`src/rtl/ips_dbc_trig_out_sched.sv`:
```
// rtl/ips_dbc_trig_out_sched.sv - round-robin trigger-output scheduler with serial config/readback
// Optional grant counter: define DBC_TRIG_SCHED_CNT_EN.
module ips_dbc_trig_out_sched #(
  parameter int         NUM_SRC   = 4,
  parameter int         PW_W      = 8,
  parameter logic [4:0] CONF_ID   = 5'd7,
  parameter logic [1:0] INIT_MODE = 2'b00
) (
  input  logic               clk_trig,
  input  logic               rst_trig,
  input  logic               conf_sel,
  input  logic               shift_i,
  input  logic               conf_tdi,
  input  logic [NUM_SRC-1:0] trig_req,
  output logic [NUM_SRC-1:0] trig_gnt,
  output logic               trig_out,
  output logic               busy,
  input  logic               conf_rden,
  input  logic [4:0]         conf_id,
  input  logic               conf_sel_rd,
  output logic               conf_rdlast,
  output logic               conf_rdata
);

  localparam int CFG_W = NUM_SRC + 2 + 2 * PW_W;
  localparam int RD_W  = CFG_W + 10;
  localparam int PTR_W = (NUM_SRC > 1) ? $clog2(NUM_SRC) : 1;
  localparam int RC_W  = $clog2(RD_W + 1);

  localparam logic [CFG_W-1:0] CFG_RST = {{NUM_SRC{1'b1}}, INIT_MODE, {(2 * PW_W){1'b0}}};

  localparam logic [1:0] ST_IDLE    = 2'b00;
  localparam logic [1:0] ST_ASSERT  = 2'b01;
  localparam logic [1:0] ST_HOLDOFF = 2'b10;
  localparam logic [1:0] ST_LATCHED = 2'b11;

  localparam logic [1:0] MODE_PULSE  = 2'b00;
  localparam logic [1:0] MODE_TOGGLE = 2'b01;
  localparam logic [1:0] MODE_LATCH  = 2'b10;
  localparam logic [1:0] MODE_OFF    = 2'b11;

  logic [CFG_W-1:0]   cfg_sh;
  logic [CFG_W-1:0]   cfg_act;
  logic               conf_sel_q;
  logic               apply;

  logic [PW_W-1:0]    holdoff;
  logic [PW_W-1:0]    pulse_width;
  logic [1:0]         mode;
  logic [NUM_SRC-1:0] en_mask;
  logic               mode_off;

  logic [NUM_SRC-1:0] req_m;
  logic [NUM_SRC-1:0] req_q;
  logic [NUM_SRC-1:0] req_rise;
  logic [NUM_SRC-1:0] pend;

  logic [PTR_W-1:0]   rr_ptr;
  logic [PTR_W-1:0]   win_idx;
  logic [PTR_W-1:0]   win_nxt;
  logic [NUM_SRC-1:0] win_vec;
  logic               win_found;
  logic               do_grant;
  int                 scan;

  logic [1:0]         state;
  logic [PW_W-1:0]    cnt;
  logic [7:0]         cnt_rd;

  logic [RD_W-1:0]    rd_sh;
  logic [RC_W-1:0]    rd_cnt;
  logic               rd_sel_q;
  logic               rd_act;
  logic               rd_snap;
  logic               rd_on;

  assign holdoff     = cfg_act[PW_W-1:0];
  assign pulse_width = cfg_act[2*PW_W-1:PW_W];
  assign mode        = cfg_act[2*PW_W+1:2*PW_W];
  assign en_mask     = cfg_act[CFG_W-1:2*PW_W+2];
  assign mode_off    = (mode == MODE_OFF);

  // The falling edge of conf_sel commits the shifted word and flushes all activity.
  assign apply = conf_sel_q & ~conf_sel;

  always_ff @(posedge clk_trig) begin
    if (rst_trig) begin
      cfg_sh     <= '0;
      cfg_act    <= CFG_RST;
      conf_sel_q <= 1'b0;
    end else begin
      conf_sel_q <= conf_sel;
      if (conf_sel & shift_i) begin
        cfg_sh <= {conf_tdi, cfg_sh[CFG_W-1:1]};
      end
      if (apply) begin
        cfg_act <= cfg_sh;
      end
    end
  end

  assign req_m    = trig_req & en_mask;
  assign req_rise = req_m & ~req_q;

  always_comb begin
    win_found = 1'b0;
    win_idx   = '0;
    scan      = 0;
    for (int i = 0; i < NUM_SRC; i++) begin
      scan = int'(rr_ptr) + i;
      if (scan >= NUM_SRC) begin
        scan = scan - NUM_SRC;
      end
      if (!win_found && pend[PTR_W'(scan)]) begin
        win_found = 1'b1;
        win_idx   = PTR_W'(scan);
      end
    end
  end

  always_comb begin
    win_vec = '0;
    for (int i = 0; i < NUM_SRC; i++) begin
      win_vec[i] = win_found && (win_idx == PTR_W'(i));
    end
  end

  assign win_nxt  = (win_idx == PTR_W'(NUM_SRC - 1)) ? '0 : win_idx + PTR_W'(1);
  assign do_grant = (state == ST_IDLE) & win_found & ~mode_off & ~apply;

  // A fresh edge on the bit being granted survives the clear.
  always_ff @(posedge clk_trig) begin
    if (rst_trig) begin
      req_q <= '0;
      pend  <= '0;
    end else begin
      req_q <= req_m;
      if (apply || mode_off) begin
        pend <= '0;
      end else begin
        pend <= (pend & ~(do_grant ? win_vec : '0)) | req_rise;
      end
    end
  end

  always_ff @(posedge clk_trig) begin
    if (rst_trig) begin
      rr_ptr <= '0;
    end else if (do_grant) begin
      rr_ptr <= win_nxt;
    end
  end

  always_ff @(posedge clk_trig) begin
    if (rst_trig || apply) begin
      state    <= ST_IDLE;
      cnt      <= '0;
      trig_out <= 1'b0;
      trig_gnt <= '0;
    end else begin
      trig_gnt <= '0;
      case (state)
        ST_IDLE: begin
          if (do_grant) begin
            state    <= ST_ASSERT;
            cnt      <= '0;
            trig_gnt <= win_vec;
            trig_out <= (mode == MODE_TOGGLE) ? ~trig_out : 1'b1;
          end
        end
        ST_ASSERT: begin
          if (cnt == pulse_width) begin
            cnt <= '0;
            if (mode == MODE_PULSE) begin
              trig_out <= 1'b0;
            end
            if (mode == MODE_LATCH) begin
              state <= ST_LATCHED;
            end else if (holdoff != '0) begin
              state <= ST_HOLDOFF;
            end else begin
              state <= ST_IDLE;
            end
          end else begin
            cnt <= cnt + PW_W'(1);
          end
        end
        ST_HOLDOFF: begin
          if (cnt == holdoff - PW_W'(1)) begin
            cnt   <= '0;
            state <= ST_IDLE;
          end else begin
            cnt <= cnt + PW_W'(1);
          end
        end
        ST_LATCHED: begin
          state <= ST_LATCHED;
        end
        default: begin
          state <= ST_IDLE;
        end
      endcase
    end
  end

  assign busy = (state != ST_IDLE);

`ifdef DBC_TRIG_SCHED_CNT_EN
  logic [7:0] grant_cnt;

  always_ff @(posedge clk_trig) begin
    if (rst_trig || apply) begin
      grant_cnt <= '0;
    end else if (do_grant && (grant_cnt != 8'hff)) begin
      grant_cnt <= grant_cnt + 8'd1;
    end
  end

  assign cnt_rd = grant_cnt;
`else
  assign cnt_rd = 8'h00;
`endif

  // Snapshot is taken once per selection; zeros shift in so over-reads return 0.
  assign rd_snap = conf_sel_rd & ~rd_sel_q & (conf_id == CONF_ID);
  assign rd_on   = rd_act & conf_sel_rd;

  always_ff @(posedge clk_trig) begin
    if (rst_trig) begin
      rd_sh    <= '0;
      rd_cnt   <= '0;
      rd_sel_q <= 1'b0;
      rd_act   <= 1'b0;
    end else begin
      rd_sel_q <= conf_sel_rd;
      if (rd_snap) begin
        rd_sh  <= {cnt_rd, state, cfg_act};
        rd_cnt <= '0;
        rd_act <= 1'b1;
      end else if (!conf_sel_rd) begin
        rd_act <= 1'b0;
      end else if (rd_act && conf_rden) begin
        rd_sh <= rd_sh >> 1;
        if (rd_cnt != RC_W'(RD_W)) begin
          rd_cnt <= rd_cnt + RC_W'(1);
        end
      end
    end
  end

  assign conf_rdata  = rd_on & rd_sh[0];
  assign conf_rdlast = rd_on & (rd_cnt == RC_W'(RD_W - 1));

endmodule

```
`config.mk`:
```
export PLATFORM = sky130hd
export DESIGN_NAME = ips_dbc_trig_out_sched
export DESIGN_NICKNAME = d
export VERILOG_FILES = /design/src/rtl/ips_dbc_trig_out_sched.sv
export SDC_FILE = /design/constraint.sdc
export NUM_CORES = 1
export LEC_CHECK = 0
export BUFFER_PORTS_ARGS = -buffer_cell sky130_fd_sc_hd__buf_2
export CAP_MARGIN = 20
export CELL_PAD_IN_SITES_DETAIL_PLACEMENT = 1
export CELL_PAD_IN_SITES_GLOBAL_PLACEMENT = 1
export CORE_MARGIN = 5
export CORE_UTILIZATION = 23
export CTS_CLUSTER_SIZE = 10
export DETAILED_ROUTE_END_ITERATION = 8
export PLACE_DENSITY_LB_ADDON = 0.3
export RECOVER_POWER = 50
export SLEW_MARGIN = 0
export SYNTH_ARGS = -nofsm -noshare
export SYNTH_HDL_FRONTEND = slang
export SYNTH_SLANG_ARGS = --single-unit
```
`constraint.sdc`:
```
create_clock -name clk_trig -period 3.3 [get_ports clk_trig]
set_clock_uncertainty 0.05 [all_clocks]
set_input_delay 0.33 -clock clk_trig [delete_from_list [all_inputs] [get_ports clk_trig]]
set_output_delay 0.33 -clock clk_trig [all_outputs]
set_load 0.05 [all_outputs]
```
==> results of run 1 <==
==> final timing paths <==
check | endpoint | depth (start not counted) | slack [ps] | startpoint
setup / recovery | cnt[5] | 9 | 870 | cfg_act[0]
hold reg to reg | cfg_sh[0] | 2 | 410 | cfg_sh[0]
setup reg to reg | cnt[5] | 9 | 870 | cfg_act[0]
hold / removal | cfg_sh[21] | 3 | 180 | conf_tdi
==> through the flow <==
stage          cells  setup WS [ps]
2_1_floorplan    555            782
3_3_place_gp     814            943
3_5_place_dp     814            844
4_1_cts          828            824
5_1_grt          828            687
6_report         828            873
==> logic make-up after synthesis <==
| group | count (synthesis) | synth area share (%) |
|---|---|---|
| adder cells (fa/ha/maj) | 13 | 3.53 |
| XOR/XNOR | 24 | 4.56 |
| AND/OR/NAND/NOR | 238 | 23.7 |
| flip-flops | 102 | 44.3 |
| multiplexers | 26 | 5.64 |
| AO/OA/AOI/OAI | 101 | 13.4 |
| buffers and inverters | 51 | 4.85 |
==> cell type report <==
class | count | area share, %
flip-flops and latches | 102 | 39.3
well taps | 265 | 6.39
clock inverters | 3 | 0.410
inverters | 16 | 1.16
clock buffers | 11 | 4.67
multi-input cells | 402 | 45.2
repair buffers | 29 | 2.82
==> critical path, cell delays in order, from the launching register on <==
cell       delay (ps)
dfxtp_1           460
inv_1              80
ha_1              230
nor3b_2           170
xnor2_1           140
nor4_2            270
o2111ai_1         210
a31o_1            380
nand3_1           180
o311ai_1          120
==> power breakdown <==
group / switching, mW / total [mW] / internal, mW / leakage [nW]
Combinational: 0.167 / 0.243 / 0.0754 / 1.10
Clock: 0.462 / 0.988 / 0.526 / 0.128
Sequential: 0.0259 / 1.29 / 1.26 / 0.826
Total: 0.655 / 2.52 / 1.86 / 2.05
==> registers in the layout (all words and copies together), names as in the netlist, 4 cells and up <==
name / flops
cfg_act: 22
pend: 4
rd_sh: 24
rd_cnt: 6
trig_gnt: 4
cnt: 8
req_q: 4
cfg_sh: 22
==> cells in the final DEF, fill, tap and decap left out, drive strengths merged, types with 2 or more instances in the layout <==
master   instances
a22oi            2
nor2b            4
nor4             7
nor3             9
or2              4
nor3b            2
o2111ai          2
clkbuf          19
xnor2           13
a211oi          24
nand3           14
mux2i           26
nand4            3
and3             4
a31oi            4
nand2          118
inv             17
nor2            49
dfxtp          102
ha              13
a21oi           54
nand2b           4
buf             21
xor2            11
nand4b           2
and2             6
o311ai           2
nand3b           6
o21ai            5
==> per-layer routing <==
layer  GRT usage, %  wire length (um)  vias to the layer above
met1           13.6              5640                     1762
met3           1.81               201                       13
met5              0                 0                        -
li1               -                 -                     1897
met2           18.9              5740                       23
met4           3.64               161                        0
==> out/metrics.cfg, run 1 <==
[clocking]
cts_buffer_depth = 2
cts_sinks = 102
cts_hold_buf = 0
clock_latency_ps = 340
cts_made_buffers = 9
cts_resized = 0
cts_root_buffer = clkbuf_16
cts_tree = done
htreeDepth = 3
clk_pin_slew_ps = 70
postCtsSetupBuffers = 0

[sta]
rsz0062_at_grt = no
slew_violations = 82
maxSlewHeadroom_pct = -10.3
finalCriticalPeriod_ps = 2430
tightest_slew_ps = 1660
hold_viol = 0
fmax_ghz = 0.412
setup_viol = 0
period_share_pct = 73.5
totalNegativeSetupSlack_ps = 0
holdWs_ps = 180

[global_route]
track_usage_pct = 10.9
grt_pass1_wl_um = 19800
grt_max_degree = 82
antenna_found_initial = 0
globalRouteOverflowTotal = 0
grt_pass1_vias = 3916

[routing]
drt_iter0_drc = 173
first_pass_iters = 4
routedWlPerCell_um = 14.2
vias_per_cell = 4.46
wl_um = 11700
drc = 0
ant_nets = 0
dr_total_vias = 3695

[setup_path]
start_kind = flip-flop
worstPathMaxFanout = 10
crit_type = reg2reg
arrival_ps = 2590
crit_required_ps = 3460
end_kind = flip-flop

[synthesis]
synthTopCellsByArea = dfxtp_1 (44%), nand2_1 (9.6%), a21oi_1 (5.9%), mux2i_1 (5.6%), nor2_1 (4.0%)
syn_avg_cell_area_um2 = 8.31
ys_warn_count = 0
synth_nets = 584
async_reset_ff_share_pct = 0
ys_types = 53
syn-cell-area_mm2 = 0.00461
synthDominantCellAreaShare_pct = 44.3
ys.flop_type = dfxtp_1
yosysMostFrequentCell = nand2_1
yosys.area.top_type = dfxtp_1
synth_edf_count = 0
synth_common_cells = nand2_1 (118), dfxtp_1 (102), a21oi_1 (54)
synth_seq_area_share_pct = 44.3
syn_inst = 555
yosys_register_bits = 102

[layout]
syn_to_final_growth_pct = 12.5
postLayoutCoreUtil_pct = 26.5
fin_area_mm2 = 0.00519
regArea_mm2 = 0.00204
multi_input_area_mm2 = 0.00235
drive_above_1_share_pct = 7.64
final_nets = 589
n_fill_cell = 2355
n_antenna_cell = 0

[floorplan]
die_area_mm2 = 0.0230
start_util_pct = 23.6
die_x_um = 152
core_area_mm2 = 0.0196
io_pins = 24
die_h_um = 152
rows = 51

[flow_run]
cap_violations = 1

[run_status]
violations = capacitance limit, slew limit
status = finished, violations left

[pwr]
vdd_drop_max_v = 0.000230
leakagePower_nw = 2.05
power_mw = 2.52
p_per_area_mw_per_mm2 = 485

[placement]
placed_area_mm2 = 0.00494
globalplace.congestion = 0.776
dp_hpwl_um = 8400
portBuffers = 23

[hold_path]
hold_class = in2reg

No activity file was read; power rests on OpenSTA's default activity.
==> inputs of run 2 (changes only) <==
- ABC_AREA: not set -> 1
- clock period: 3.3 -> 2.2 ns (I/O delays scaled with it)
==> run 2 against run 1 <==
Against the previous run:
- the flow now finishes without violations
- count of clock-buffer cells in the layout unchanged
- worst setup slack lost 700 ps
- sequential power up 63%
- combinational power grew to 6.6 times the previous value
- fmax up 20%
- via count grew 17%
==> out/metrics.cfg, run 2 <==
[run_status]
status = finished clean  ; was finished, violations left

[synthesis]
yosys_register_bits = 102  ; unchanged
yosys.area.top_type = dfxtp_1  ; unchanged
synth_seq_area_share_pct = 42.5  ; was 44.3%
synth_edf_count = 0  ; unchanged
syn-cell-area_mm2 = 0.00480  ; was 0.00461 mm2
ys_warn_count = 0  ; unchanged
synth_common_cells = nand2_1 (167), nor2_1 (105), dfxtp_1 (102)  ; was nand2_1 (118), dfxtp_1 (102), a21oi_1 (54)
yosysMostFrequentCell = nand2_1  ; unchanged
syn_inst = 689  ; was 555
syn_avg_cell_area_um2 = 6.97  ; was 8.31 um2
synth_nets = 718  ; was 584
ys_types = 37  ; was 53
synthDominantCellAreaShare_pct = 42.5  ; was 44.3%
ys.flop_type = dfxtp_1  ; unchanged
synthTopCellsByArea = dfxtp_1 (43%), nand2_1 (13%), nor2_1 (8.2%), o21ai_0 (7.9%), a21oi_1 (4.6%)  ; was dfxtp_1 (44%), nand2_1 (9.6%), a21oi_1 (5.9%), mux2i_1 (5.6%), nor2_1 (4.0%)
async_reset_ff_share_pct = 0  ; unchanged

[setup_path]
rr_startpoint = rr_ptr[0]  ; was cfg_act[0]
critPathSlowestCell = dfxtp_4  ; was dfxtp_1
worstPathMaxFanout = 6  ; was 10
cpPeakStageDelay_ps = 390  ; was 460 ps
crit_type = reg2reg  ; unchanged
arrival_ps = 2220  ; was 2590 ps
start_kind = flip-flop  ; unchanged
path_cells = buf_4 > nand2_1 > o21ai_2 > o21ai_2 > nor2_1 > nor2_1 > xor2_1 > nor2_2 > inv_1 > ha_1 > inv_1 > o21ai_0 > a21oi_1  ; was inv_1 > ha_1 > nor3b_2 > xnor2_1 > nor4_2 > o2111ai_1 > a31o_1 > nand3_1 > o311ai_1
cp_num_buf_inv = 3  ; was 1
crit_required_ps = 2390  ; was 3460 ps
crit_start = rr_ptr[0]  ; was cfg_act[0]
path_delay_family = compound AO/OA/AOI/OAI gates  ; unchanged
end_kind = flip-flop  ; unchanged

[pwr]
p_sw_mw = 1.93  ; was 0.655 mW
vdd_drop_max_v = 0.000343  ; was 0.000230 V
sequentialPowerShare_pct = 40.0  ; was 51.1%
power_mw = 5.27  ; was 2.52 mW
cellInternalPower_mw = 3.34  ; was 1.86 mW
p_per_area_mw_per_mm2 = 941  ; was 485 mW/mm2
leakagePower_nw = 2.36  ; was 2.05 nW
swShare_pct = 36.6  ; was 26.0%
pwr-share-clk_pct = 29.6  ; was 39.3%
combPwrFrac_pct = 30.4  ; was 9.7%

[layout]
layout_common_cells = nand2_1 (167), nor2_1 (104), dfxtp_1 (99)  ; was nand2_1 (118), dfxtp_1 (102), a21oi_1 (54)
syn_to_final_growth_pct = 16.6  ; was 12.5%
n_antenna_cell = 0  ; unchanged
final_nets = 744  ; was 589
postLayoutCoreUtil_pct = 27.5  ; was 26.5%
drive_above_1_share_pct = 11.7  ; was 7.64%
n_fill_cell = 2564  ; was 2355
mostFrequentLayoutCell = nand2_1  ; unchanged
fin_cells = 990  ; was 828
largestRegisters = rd_sh: 24 flops, cfg_act: 22 flops, cfg_sh: 22 flops  ; unchanged
largest_register_ffs = 24  ; unchanged
largest_register = rd_sh  ; unchanged

[floorplan]
io_pins = 24  ; unchanged
die_h_um = 154  ; was 152 um
rows = 52  ; was 51
start_util_pct = 23.6  ; about the same
die_area_mm2 = 0.0239  ; was 0.0230 mm2
die_x_um = 154  ; was 152 um
core_area_mm2 = 0.0204  ; was 0.0196 mm2

[global_route]
grt_pass1_vias = 4371  ; was 3916
globalRouteOverflowTotal = 0  ; unchanged
track_usage_pct = 11.3  ; was 10.9%
grt_pass1_wl_um = 22000  ; was 19800 um
grt_max_degree = 47  ; was 82
antenna_found_initial = 0  ; unchanged

[sta]
setup_viol = 0  ; unchanged
period_share_pct = 92.1  ; was 73.5%
hold_viol = 0  ; unchanged
maxSlewHeadroom_pct = 18.6  ; was -10.3%
fmax_ghz = 0.493  ; was 0.412 GHz
totalNegativeSetupSlack_ps = 0  ; unchanged
tightest_slew_ps = 1220  ; was 1660 ps
finalCriticalPeriod_ps = 2030  ; was 2430 ps
slew_violations = 0  ; was 82

[placement]
portBuffers = 23  ; unchanged
dp_hpwl_um = 9450  ; was 8400 um
globalplace.congestion = 0.768  ; was 0.776
dp.cells = 972  ; was 814

[routing]
drc = 0  ; unchanged
drt_iter0_drc = 212  ; was 173
first_pass_iters = 4  ; unchanged
routedWlPerCell_um = 13.0  ; was 14.2 um
ant_nets = 0  ; unchanged
wl_um = 12900  ; was 11700 um
vias_per_cell = 4.36  ; was 4.46
dr_total_vias = 4316  ; was 3695

[clocking]
cts_hold_buf = 0  ; unchanged
cts_sinks = 102  ; unchanged
htreeDepth = 3  ; unchanged
clk_pin_slew_ps = 70  ; about the same
cts_made_buffers = 9  ; unchanged
clock_latency_ps = 360  ; was 340 ps
cts_root_buffer = clkbuf_16  ; unchanged
cts_buffer_depth = 2  ; unchanged
cts_tree = done  ; unchanged

[hold_path]
hold_start = trig_req[3]  ; was conf_tdi
hold_class = in2reg  ; unchanged

[flow_run]
cap_violations = 0  ; was 1

==> run 2: changes by cell type in the layout (fill, tap and decap cells not counted), sizes merged, moves of 7 or more <==
cell,change
mux2i,-26
buf,+11
nor2,+57
xor2,-7
nand3,+15
inv,+40
a211oi,-23
o21ai,+74
nand2,+54
a21oi,-10
==> run 2: worst paths after layout <==
kind,end,slack (ps),cells past startpoint
hold reg to reg,rd_sh[11],410,2
hold / removal,req_q[3],60,3
setup reg to reg,pend[0],170,13
setup / recovery,pend[0],170,13
==> run 2: cell families after synthesis <==
| kind of cell | synth area share [%] |
|---|---|
| compound gates | 13.9 |
| xor+xnor | 2.71 |
| fa+ha+maj | 3.39 |
| buf+inv | 7.04 |
| simple gates | 30.4 |
| flops | 42.5 |
==> run 2: area by class of cell <==
cell class	count	area, um2	area share (%)
Multi-Input combinational cell	502	2470	44.1
Tap cell	270	338	6.03
Sequential cell	102	2050	36.6
Clock buffer	11	243	4.34
Inverter	56	210	3.76
Clock inverter	5	41.3	0.738
Timing Repair Buffer	44	250	4.47
==> run 2: routing by layer <==
| metal | share of wire [%] | up-vias | wire length [um] | GRT usage (%) |
|---|---|---|---|---|
| met3 | 2.7 | 10 | 350 | 2.68 |
| met1 | 51 | 2005 | 6540 | 15.1 |
| met5 | 0 | - | 0 | 0 |
| met2 | 45 | 34 | 5850 | 18.3 |
| li1 | - | 2267 | - | - |
| met4 | 1.3 | 0 | 162 | 3.15 |
==> run 2: through the flow <==
stage / hold WS [ps] / setup WS [ps] / instance area [um2]
after floorplan: 290 / 203 / 4810
after detailed placement: 406 / -92.7 / 5270
after global placement: 400 / -44.1 / 5270
after global routing: 63.7 / -51.4 / 5600
after CTS: 44.5 / 22.5 / 5560
final: 62.7 / 173 / 5600
==> run 2: timing repair <==
| item | 4_1_cts | 5_1_grt |
|---|---|---|
| setup endpoints to repair | 7 | 19 |
| resized for setup | 1 | 20 |
| setup buffers | 0 | 2 |
| pin swaps | 0 | 2 |
==> run 2: worst reg2reg max path: stages, from the launching register on <==
cell     delay [ps]
dfxtp_4         390
buf_4           160
nand2_1          80
o21ai_2          60
o21ai_2         170
nor2_1           70
nor2_1          120
xor2_1          240
nor2_2           80
inv_1            80
ha_1            140
inv_1            50
o21ai_0         150
a21oi_1          80
==> run 2: power groups by stage <==
stage	Combinational, mW	Sequential [mW]	Clock [mW]
floorplan	1.12	2.17	0
global placement	1.52	2.14	0
detailed placement	1.53	2.14	0
CTS	1.53	2.10	1.64
global route	1.84	2.12	1.70
finish	1.60	2.10	1.56
